## src/rtl/alu_mc.sv

```systemverilog
// rtl/alu_mc.sv - multi-cycle ALU with optional shift-add multiplier (macro ALU_MC_MUL_EN)
module alu_mc #(
    parameter int WIDTH = 32
) (
    input  logic             clk,
    input  logic             rst,
    input  logic             start,
    input  logic [WIDTH-1:0] a,
    input  logic [WIDTH-1:0] b,
    input  logic [2:0]       op,
    output logic             busy,
    output logic             done,
    output logic [WIDTH-1:0] result,
    output logic             zero,
    output logic             ovf
);

`ifdef ALU_MC_MUL_EN
    typedef enum logic [1:0] {IDLE, DONE, MUL} state_t;
    localparam int CW = (WIDTH > 1) ? $clog2(WIDTH) : 1;
    logic [WIDTH-1:0] mcand;
    logic [WIDTH-1:0] mplier;
    logic [WIDTH-1:0] acc;
    logic [WIDTH-1:0] acc_next;
    logic [CW-1:0]    cnt;
`else
    typedef enum logic [1:0] {IDLE, DONE} state_t;
`endif

    state_t           state, state_n;
    logic             pend, pend_n;
    logic             capture;
    logic             go;
    logic             mul_go;
    logic [WIDTH-1:0] a_q, b_q;
    logic [2:0]       op_q;
    logic [WIDTH-1:0] a_s, b_s;
    logic [2:0]       op_s;
    logic [WIDTH-1:0] sum, diff;
    logic [WIDTH-1:0] alu_res;
    logic             alu_ovf;
    logic [WIDTH-1:0] result_n;
    logic             ovf_n;

    // A request taken in DONE is parked in a_q/b_q/op_q and executed on the following cycle
    assign a_s  = pend ? a_q  : a;
    assign b_s  = pend ? b_q  : b;
    assign op_s = pend ? op_q : op;

    // Single-cycle operations and their signed-overflow flag
    always_comb begin
        alu_res = '0;
        alu_ovf = 1'b0;
        sum     = a_s + b_s;
        diff    = a_s - b_s;
        case (op_s)
            3'b000: begin
                alu_res = sum;
                alu_ovf = (a_s[WIDTH-1] == b_s[WIDTH-1]) && (sum[WIDTH-1] != a_s[WIDTH-1]);
            end
            3'b100: begin
                alu_res = diff;
                alu_ovf = (a_s[WIDTH-1] != b_s[WIDTH-1]) && (diff[WIDTH-1] != a_s[WIDTH-1]);
            end
            3'b001:  alu_res = a_s & b_s;
            3'b101:  alu_res = a_s | b_s;
            3'b010:  alu_res = a_s ^ b_s;
            3'b110:  alu_res = {b_s[WIDTH/2-1:0], {(WIDTH/2){1'b0}}};
            3'b111:  alu_res = ($signed(a_s) < $signed(b_s)) ? WIDTH'(1) : '0;
            default: alu_res = '0;
        endcase
    end

`ifdef ALU_MC_MUL_EN
    assign acc_next = acc + (mplier[0] ? mcand : '0);
`endif

    // Next-state and next-output logic
    always_comb begin
        state_n  = state;
        pend_n   = pend;
        result_n = result;
        ovf_n    = ovf;
        capture  = 1'b0;
        go       = 1'b0;
        mul_go   = 1'b0;
        case (state)
            IDLE: begin
                go     = pend || start;
                pend_n = 1'b0;
            end
            DONE: begin
                state_n = IDLE;
                if (start) begin
                    capture = 1'b1;
                    pend_n  = 1'b1;
                end
            end
`ifdef ALU_MC_MUL_EN
            MUL: begin
                if (cnt == CW'(WIDTH - 1)) begin
                    state_n  = DONE;
                    result_n = acc_next;
                    ovf_n    = 1'b0;
                end
            end
`endif
            default: state_n = IDLE;
        endcase
        if (go) begin
`ifdef ALU_MC_MUL_EN
            if (op_s == 3'b011) begin
                mul_go  = 1'b1;
                state_n = MUL;
            end else begin
                result_n = alu_res;
                ovf_n    = alu_ovf;
                state_n  = DONE;
            end
`else
            result_n = alu_res;
            ovf_n    = alu_ovf;
            state_n  = DONE;
`endif
        end
    end

    // State, parked request and registered outputs
    always_ff @(posedge clk or posedge rst) begin
        if (rst) begin
            state  <= IDLE;
            pend   <= 1'b0;
            a_q    <= '0;
            b_q    <= '0;
            op_q   <= '0;
            result <= '0;
            zero   <= 1'b1;
            ovf    <= 1'b0;
        end else begin
            state  <= state_n;
            pend   <= pend_n;
            result <= result_n;
            zero   <= (result_n == '0);
            ovf    <= ovf_n;
            if (capture) begin
                a_q  <= a;
                b_q  <= b;
                op_q <= op;
            end
        end
    end

`ifdef ALU_MC_MUL_EN
    // Shift-add multiplier: one multiplier bit per cycle, LSB first
    always_ff @(posedge clk or posedge rst) begin
        if (rst) begin
            mcand  <= '0;
            mplier <= '0;
            acc    <= '0;
            cnt    <= '0;
        end else if (mul_go) begin
            mcand  <= a_s;
            mplier <= b_s;
            acc    <= '0;
            cnt    <= '0;
        end else if (state == MUL) begin
            acc    <= acc_next;
            mcand  <= mcand << 1;
            mplier <= mplier >> 1;
            cnt    <= cnt + 1'b1;
        end
    end

    assign busy = (state == MUL);
`else
    assign busy = 1'b0;
`endif

    assign done = (state == DONE);

endmodule

```

## config.mk

```make
export PLATFORM = sky130hd
export DESIGN_NAME = alu_mc
export DESIGN_NICKNAME = d
export VERILOG_FILES = /design/src/rtl/alu_mc.sv
export SDC_FILE = /design/constraint.sdc
export NUM_CORES = 1
export LEC_CHECK = 0
export BUFFER_PORTS_ARGS = -buffer_cell sky130_fd_sc_hd__clkbuf_2
export CORE_UTILIZATION = 30
export DETAILED_ROUTE_END_ITERATION = 10
export PLACE_DENSITY_LB_ADDON = 0.12
export SYNTH_ARGS = -nofsm -noshare
export SYNTH_HDL_FRONTEND = slang
export SYNTH_SLANG_ARGS = --single-unit
```

## constraint.sdc

```tcl
create_clock -name clk -period 9.6 [get_ports clk]
set_input_delay 1.44 -clock clk [delete_from_list [all_inputs] [get_ports clk]]
set_output_delay 1.44 -clock clk [all_outputs]
set_load 0.05 [all_outputs]
```

# Yosys cells after proc, flatten, opt, wreduce, memory -nomap -nowiden
# Cells that the tools add are included.
[classes]
addsub = 2
n_lt_le_gt_ge = 1
n_eq_ne = 13
n_mux = 14
bitwise = 3
reduce_logical = 8
[op_table]
columns = ["operator", "count"]
rows = [
  ["case mux 32 bit (7 select lines)", 1],
  ["two-way mux 32 bit", 3],
  ["adder 32 bit", 1],
  ["AND 32 bit", 1],
  ["logical NOT 32 bit", 1],
  ["less-than comparator 32 bit", 1],
  ["OR 32 bit", 1],
  ["subtractor 32 bit", 1],
  ["XOR 32 bit", 1],
  ["equality test 3 bit (second input constant)", 4],
  ["two-way mux 1 bit", 5],
  ["two-way mux 2 bit", 2],
  ["!= test 2 bit (second input constant)", 2],
  ["case mux 1 bit (2 select lines)", 2],
  ["equality test 3 x 1 -> 1 bit (second input constant)", 1],
  ["equality test 3 x 2 -> 1 bit (second input constant)", 1],
  ["logical NOT 3 bit", 1],
  ["two-way mux 3 bit", 1],
  ["!= test 1 bit", 3],
  ["equality test 2 x 1 -> 1 bit (second input constant)", 1],
  ["logical AND 1 bit", 2],
  ["logical NOT 2 bit", 1],
  ["AND reduction 2 bit", 1],
  ["nonzero test 2 bit", 1],
  ["2 further kinds", 2],
]
[totals]
reg_bits = 104
in_bits = 70

# Longest topological paths before layout
# Gate-level depths: netlist (run 1).
[logic_depth]
ltp_word = 6
depth_mapped = 22
depth_no_buf = 15

# Worst setup path after synthesis (run 1)
# Ideal clock, no wire load.
[synth_timing]
kind = "reg2reg"
startpoint = "register pend"
endpoint = "register zero"
setup_ns = 0.089
t_arrival_ns = 4.890
slack_ns = 4.620
stages_incl_launch_ff = 22
path_buffers = 8
synth_period_minus_slack_ns = 4.980
cell_sequence = "dfrtp_1 buf_6 buf_6 buf_6 buf_6 buf_1 buf_2 buf_1 mux2i_1 ha_1 buf_6 a211oi_1 o21ai_1 a221oi_2 and2_2 nor2_1 or4_1 a41oi_1 o2111ai_1 nor4_2 o211ai_1 nor4b_2"
[synth_between]
elab_chain_cells = 6
word_cells_on_any_way = 22
[synth_rtl]
columns = ["element", "line", "text"]
rows = [
  ["start, declared", "31", "logic pend, pend_n;"],
  ["start signal, assigned", "141", "pend <= pend_n;"],
  ["two-way mux 32 bit (on tied branches)", "46, 47", ""],
  ["less-than comparator 32 bit", "69", "3'b111: alu_res = ($signed(a_s) < $signed(b_s)) ? WIDTH'(1) : '0;"],
  ["two-way mux 1 bit", "69", ""],
  ["case mux 32 bit (7 select lines)", "56", "case (op_s)"],
  ["two-way mux 32 bit (*)", "110", "if (go) begin"],
  ["logical NOT 32 bit (*)", "143", "zero <= (result_n == '0);"],
  ["end signal, assigned", "143", ""],
  ["end, declared", "14", "output logic zero,"],
]
# Mark *: on every way between the ends. The rest lies on a longest branch, timed or not.
# A chain may end at the register's enable or synchronous reset.

# Worst setup path after layout (run 1)
[layout_timing]
startpoint = "register pend"
endpoint = "register zero"
[layout_between]
elab_chain_cells = 6
word_cells_on_any_way = 22
[layout_rtl]
columns = ["element", "line", "text"]
rows = [
  ["two-way mux 32 bit (on tied branches)", "46, 47", ""],
  ["less-than comparator 32 bit", "69", ""],
  ["two-way mux 1 bit", "69", ""],
  ["case mux 32 bit (7 select lines)", "56", ""],
  ["two-way mux 32 bit (*)", "110", ""],
  ["named net result_n[0]", "42", "logic [WIDTH-1:0] result_n;"],
  ["logical NOT 32 bit (*)", "143", ""],
]
# Mark *: on every way through the listed nets, which the timed path passes. The rest lies on a longest branch.

==> reports/results.txt, run 1 <==
Slew Viols, Final: 0
met1 Use GR: 33.2%
Net count, final: 1485
Critical Path Fanout Max: 37
Synth area leader: dfrtp_1
CTS Buf Count: 9
Hold Buf Count CTS: 0
Final period util: 63.4%
global-route wire length before repair: 63300 µm
mux contribution to synthesized area: 14.1%
final instance area: 12000 µm²
Critical R2R Launch: pend
cts repair resizes: 0
gr ovfl total: 0
Synth Cell Area: 10800 µm²
vias in the first global route: 9643
Worst Path Required: 9.91 ns
WL final: 43100 µm
Worst slew margin: 33.7%
io pins: 106
CTS Root Cell: clkbuf_16
placed instance area: 11700 µm²
hold depth: 1
hpwl dp: 32600 µm
GR Layer Usage met2: 35.4%
die area: 36800 µm²
main area contributors after synthesis: dfrtp_1, ha_1, mux2_2, mux2i_1, a21oi_1
MaxCap Viol Count: 0
Area growth, synth to finish: 10.5%
Total GRT Usage: 23.6%
Worst Path Arrival: 6.40 ns
worst skew pair latency: 0.40 ns
Synth Area in Compound Gates: 25.9%
XOR/XNOR share of the synthesized area: 0.728%
drt pass-1 iters: 5
Endpoint, Worst Hold: b_q[15]
Clock Sinks: 103
Syn. warnings: 0
main combinational cell family by area after synthesis: compound AO/OA/AOI/OAI gates
post-synth cell types: 107
Die Wd: 192 µm
row cnt: 69
antenna viol nets, final: 0
reg2reg setup slack: 3.51 ns
CTS tree: yes
Cells after Synth: 1251
CORE AREA: 35600 µm²
Port Buffers: 104
drt wl/cell: 24.3 µm
min-delay src: b_q[15]
Max VDD drop: 166 µV
most frequent cells in the layout: ha_1, clkbuf_2, dfrtp_1, nand2_1, a21oi_1
DRC: 0
met3 global-route usage: 3.53%
initial antenna violation count: 0
skew final: 0.0219 ns
Initial Util: 30.4%
power per cell area: 268 nW/µm²
RSZ-0062 raised after global routing: false
number of synthesized flops with an enable pin: 0
largest net degree at the start of global routing: 68
Setup Fix Bufs, Post-CTS: 0
Iteration-0 DRC Markers: 847
busiest grt layer: met2
status: complete, no violations
area share of the largest cell type after synthesis: 23.6%
Antenna Cells: 0
RR Endpoint: zero
Worst R2R Path Depth: 12
Routability Congestion: 0.942
type of origin of the critical path: flop
Die Y-Extent: 192 µm
Adder-Cell Fraction of Synth Area: 12.9%
Vias: 10.2k
worst hold-check path type: reg -> reg
Async S/R FF share, synth: 100%
final hold vios: 0
htree depth: 3
syn nets: 1431
clk buf depth: 2
setup_tns: 0 ns
share of cells above drive strength 1: 20.2%
register area share after synthesis: 23.8%
f_max: 0.164 GHz
Crit Path Class: reg -> reg
commonest non-fill, non-tap cell in the layout: ha_1
Tightest Pin Transition: 0.967 ns
Avg Inst Size Synth: 8.65 µm²
synthesis-stage register bit count: 103
crit end category: flop
simple logic cell fraction of the synthesized area: 15.3%
Final Setup Violations: 0
Reg clk slew, reported paths: 0.08 ns
Period minus WS final: 6.09 ns
leakage: 5.26 nW
top_reg_cell synth: dfrtp_1
vias per cell: 5.75
-- power by group --
group          internal (mW)  switching (mW)  leakage (nW)
Clock                  0.181           0.201         0.133
Sequential             0.588           0.144          1.24
Combinational          0.681            1.40          3.89
Total                   1.45            1.75          5.26
-- sequential cells by signal, summed over array words and instances, names as in the netlist --
signal  cells
state       1
b_q        32
zero        1
result     32
ovf         1
op_q        3
pend        1
a_q        32
-- worst max-delay path: stages, from the launching register on --
cell and delay, ns:
dfrtp_4 0.79, buf_4 0.53, mux2i_1 0.87, ha_1 0.55, o311ai_0 0.71, o211ai_1 0.31
a31oi_1 0.48, nand2_1 0.13, a221o_1 0.44, nor4b_2 0.39, nand4bb_1 0.19, nor4_1 0.30
nor4b_2 0.24
-- synth_stat cells (all sizes together), types with 6 or more instances --
master / n
nor2: 77
a211oi: 11
clkbuf: 28
mux2i: 67
inv: 99
nand2: 100
nor2b: 13
a2111oi: 9
a31oi: 8
nor4: 16
a211o: 6
a21o: 17
o21bai: 16
mux2: 74
a32oi: 6
a311oi: 7
dfrtp: 102
o2111ai: 8
o21ai: 62
o22ai: 9
nand2b: 6
o311ai: 9
xnor2: 9
o211ai: 24
ha: 108
o31ai: 10
o221ai: 8
and3: 8
a221oi: 13
nand3: 17
nor3b: 11
buf: 50
nor3: 22
a21oi: 96
nand4: 15
or3: 7
and2: 8
-- worst max path at each step --
stage / start / end / cells after the start
after floorplan: pend / zero / 21
after global placement: b[10] / zero / 12
after detailed placement: b[10] / zero / 12
after CTS: pend / zero / 12
after global routing: pend / zero / 12
final: pend / zero / 12
-- stage by stage --
step | setup slack (ns) | std cells | hold WS (ns) | total power, mW | utilization (%)
global route | 3.37 | 1771 | 0.514 | 3.40 | 33.6
global placement | 3.65 | 1755 | 0.483 | 2.79 | 32.8
CTS | 3.54 | 1771 | 0.509 | 3.19 | 33.6
floorplan | 4.62 | 1251 | 0.474 | 2.18 | -
finish | 3.51 | 1771 | 0.504 | 3.20 | 33.6
detailed placement | 3.58 | 1755 | 0.490 | 2.79 | 32.8
-- area by class of cell --
class | instances | area, µm²
Fill cell | 3784 | 23600
Multi-Input combinational cell | 970 | 7490
Sequential cell | 103 | 2580
Timing Repair Buffer | 121 | 648
Tap cell | 461 | 577
Inverter | 100 | 378
Clock buffer | 10 | 229
Clock inverter | 6 | 55.1
-- routing by layer --
layer,part of all wire [%],up-vias
met4,3.7,0
met3,5.2,68
met1,47,5022
met2,44,350
met5,0,-
li1,-,4752
-- kinds of logic after synthesis --
kind of cell	Yosys count
buf+inv	178
other cells	1
simple gates	323
compound gates	386
flops	103
mux	141
fa+ha+maj	110
xor+xnor	9
No activity file was read; power rests on OpenSTA's default activity.
==> inputs of run 2 (changes only) <==
==> constraint.sdc (replaced) <==
create_clock -name clk -period 5.7 [get_ports clk]
set_input_delay 0.855 -clock clk [delete_from_list [all_inputs] [get_ports clk]]
set_output_delay 0.855 -clock clk [all_outputs]
set_load 0.05 [all_outputs]
==> reports/results.txt, run 2 (synthesis results as in run 1) <==
Antenna Cells: 0 (unchanged)
Worst slew margin: 20.7% (was 33.7%)
antenna viol nets, final: 0 (unchanged)
most frequent cells in the layout: ha_1, clkbuf_2, dfrtp_1, nand2_1, a21oi_1 (unchanged)
Setup Fix Bufs, Post-CTS: 0 (unchanged)
Routability Congestion: 0.913 (was 0.942)
vias per cell: 5.68 (was 5.75)
worst hold-check path type: in -> async (was reg -> reg)
Final Power: 5.47 mW (was 3.20 mW)
leakage: 5.39 nW (was 5.26 nW)
commonest non-fill, non-tap cell in the layout: ha_1 (unchanged)
CTS Buf Count: 9 (unchanged)
Vias: 10.2k (about the same)
Period minus WS final: 5.32 ns (was 6.09 ns)
Die Wd: 192 µm (unchanged)
final hold vios: 0 (unchanged)
MaxCap Viol Count: 0 (unchanged)
worst skew pair latency: 0.39 ns (was 0.40 ns)
Critical R2R Launch: pend (unchanged)
initial antenna violation count: 0 (unchanged)
Hold Buf Count CTS: 0 (unchanged)
CP max-delay cell: mux2i_1 (unchanged)
Final Worst Setup Slack: 0.382 ns (was 3.51 ns)
type of origin of the critical path: flop (unchanged)
Worst Setup EP: zero (unchanged)
worst path cell trace: buf_4 -> mux2i_1 -> ha_1 -> a21oi_1 -> o311ai_0 -> o211ai_1 -> a31oi_1 -> nand2_1 -> a221o_1 -> nor4b_2 -> nand4bb_1 -> nor4_1 -> nor4b_2 (was buf_4 -> mux2i_1 -> ha_1 -> o311ai_0 -> o211ai_1 -> a31oi_1 -> nand2_1 -> a221o_1 -> nor4b_2 -> nand4bb_1 -> nor4_1 -> nor4b_2)
Critical Path Fanout Max: 30 (was 37)
Worst Path Required: 6.01 ns (was 9.91 ns)
power per cell area: 450 nW/µm² (was 268 nW/µm²)
RR Endpoint: zero (unchanged)
met3 global-route usage: 4.77% (was 3.53%)
drt wl/cell: 24.3 µm (about the same)
htree depth: 3 (unchanged)
Area growth, synth to finish: 12.3% (was 10.5%)
biggest regs: a_q x32, b_q x32, result x32 (unchanged)
Initial Util: 30.4% (unchanged)
Worst Path Arrival: 5.63 ns (was 6.40 ns)
Crit path depth: 13 (was 12)
CORE AREA: 35600 µm² (unchanged)
Slew Viols, Final: 0 (unchanged)
Place WS: 0.356 ns (was 3.58 ns)
WL final: 43700 µm (was 43100 µm)
largest net degree at the start of global routing: 68 (unchanged)
gr ovfl total: 0 (unchanged)
io pins: 106 (unchanged)
row cnt: 69 (unchanged)
Final Setup Violations: 0 (unchanged)
most frequent CP cell: nor4b_2 (unchanged)
crit end category: flop (unchanged)
Die Y-Extent: 192 µm (unchanged)
Net count, final: 1512 (was 1485)
f_max: 0.188 GHz (was 0.164 GHz)
global-route wire length before repair: 64700 µm (was 63300 µm)
Clock Sinks: 103 (unchanged)
Reg clk slew, reported paths: 0.09 ns (was 0.08 ns)
CTS Root Cell: clkbuf_16 (unchanged)
hold slack: 0.351 ns (was 0.504 ns)
status: complete, no violations (unchanged)
busiest grt layer: met2 (unchanged)
die area: 36800 µm² (unchanged)
CP delay by family, top: compound AO/OA/AOI/OAI gates (unchanged)
reg2reg setup slack: 0.38 ns (was 3.51 ns)
Iteration-0 DRC Markers: 946 (was 847)
cts repair resizes: 0 (unchanged)
Tightest Pin Transition: 1.18 ns (was 0.967 ns)
RSZ-0062 raised after global routing: false (unchanged)
CTS tree: yes (unchanged)
Max VDD drop: 222 µV (was 166 µV)
CP startpoint: pend (unchanged)
clk buf depth: 2 (unchanged)
Final period util: 93.3% (was 63.4%)
drt pass-1 iters: 5 (unchanged)
hpwl dp: 33600 µm (was 32600 µm)
vias in the first global route: 9738 (was 9643)
Port Buffers: 104 (unchanged)
Crit Path Class: reg -> reg (unchanged)
Worst path max stage delay: 0.83 ns (was 0.87 ns)
Worst R2R Path Depth: 13 (was 12)
setup_tns: 0 ns (unchanged)
Total GRT Usage: 24.1% (was 23.6%)
skew final: 0.0170 ns (was 0.0219 ns)
GR Layer Usage met2: 35.9% (was 35.4%)
DRC: 0 (unchanged)
share of cells above drive strength 1: 21.6% (was 20.2%)
met1 Use GR: 34.0% (was 33.2%)
WP buf/inv: 1 (unchanged)
==> run 2: changes by cell type in the layout (fill, tap and decap cells not counted), moves of 2 or more <==
cell,change
clkbuf_1,+2
clkinv_2,+3
buf_4,+26
inv_8,-2
==> run 2: routing by layer <==
metal / routed length, µm / part of all wire (%)
met1: 20700 / 47
met5: 0 / 0
met2: 18800 / 43
met3: 2900 / 6.6
met4: 1290 / 2.9
==> run 2: how the worst min path moves through the flow <==
stage	start	to	slack, ns	cells past startpoint
final	rst	a_q[7]	0.35	2
after global routing	rst	a_q[7]	0.35	2
after CTS	rst	a_q[7]	0.34	2
after detailed placement	ovf	ovf	0.48	2
after global placement	b_q[3]	b_q[3]	0.48	1
after floorplan	b_q[5]	b_q[5]	0.47	1
==> run 2: through the flow <==
step                utilization, %  instance area (µm²)  cells
global route                  34.2                12100   1798
floorplan                        -                10800   1251
CTS                           34.2                12100   1798
global placement              33.4                11900   1782
detailed placement            33.4                11900   1782
finish                        34.2                12100   1798
==> run 2: power by group <==
group	leakage [nW]	switching, mW	internal [mW]	total, mW
sequential	1.24	0.238	0.991	1.23
clock	0.126	0.325	0.296	0.621
combinational	4.02	2.41	1.21	3.62
total	5.39	2.97	2.50	5.47
==> run 2: final cells by class <==
| class | count | area [µm²] |
|---|---|---|
| flip-flops and latches | 103 | 2580 |
| well taps | 461 | 577 |
| multi-input cells | 970 | 7490 |
| fillers | 3770 | 23400 |
| inverters | 100 | 378 |
| clock buffers | 12 | 236 |
| clock inverters | 4 | 22.5 |
| repair buffers | 148 | 863 |
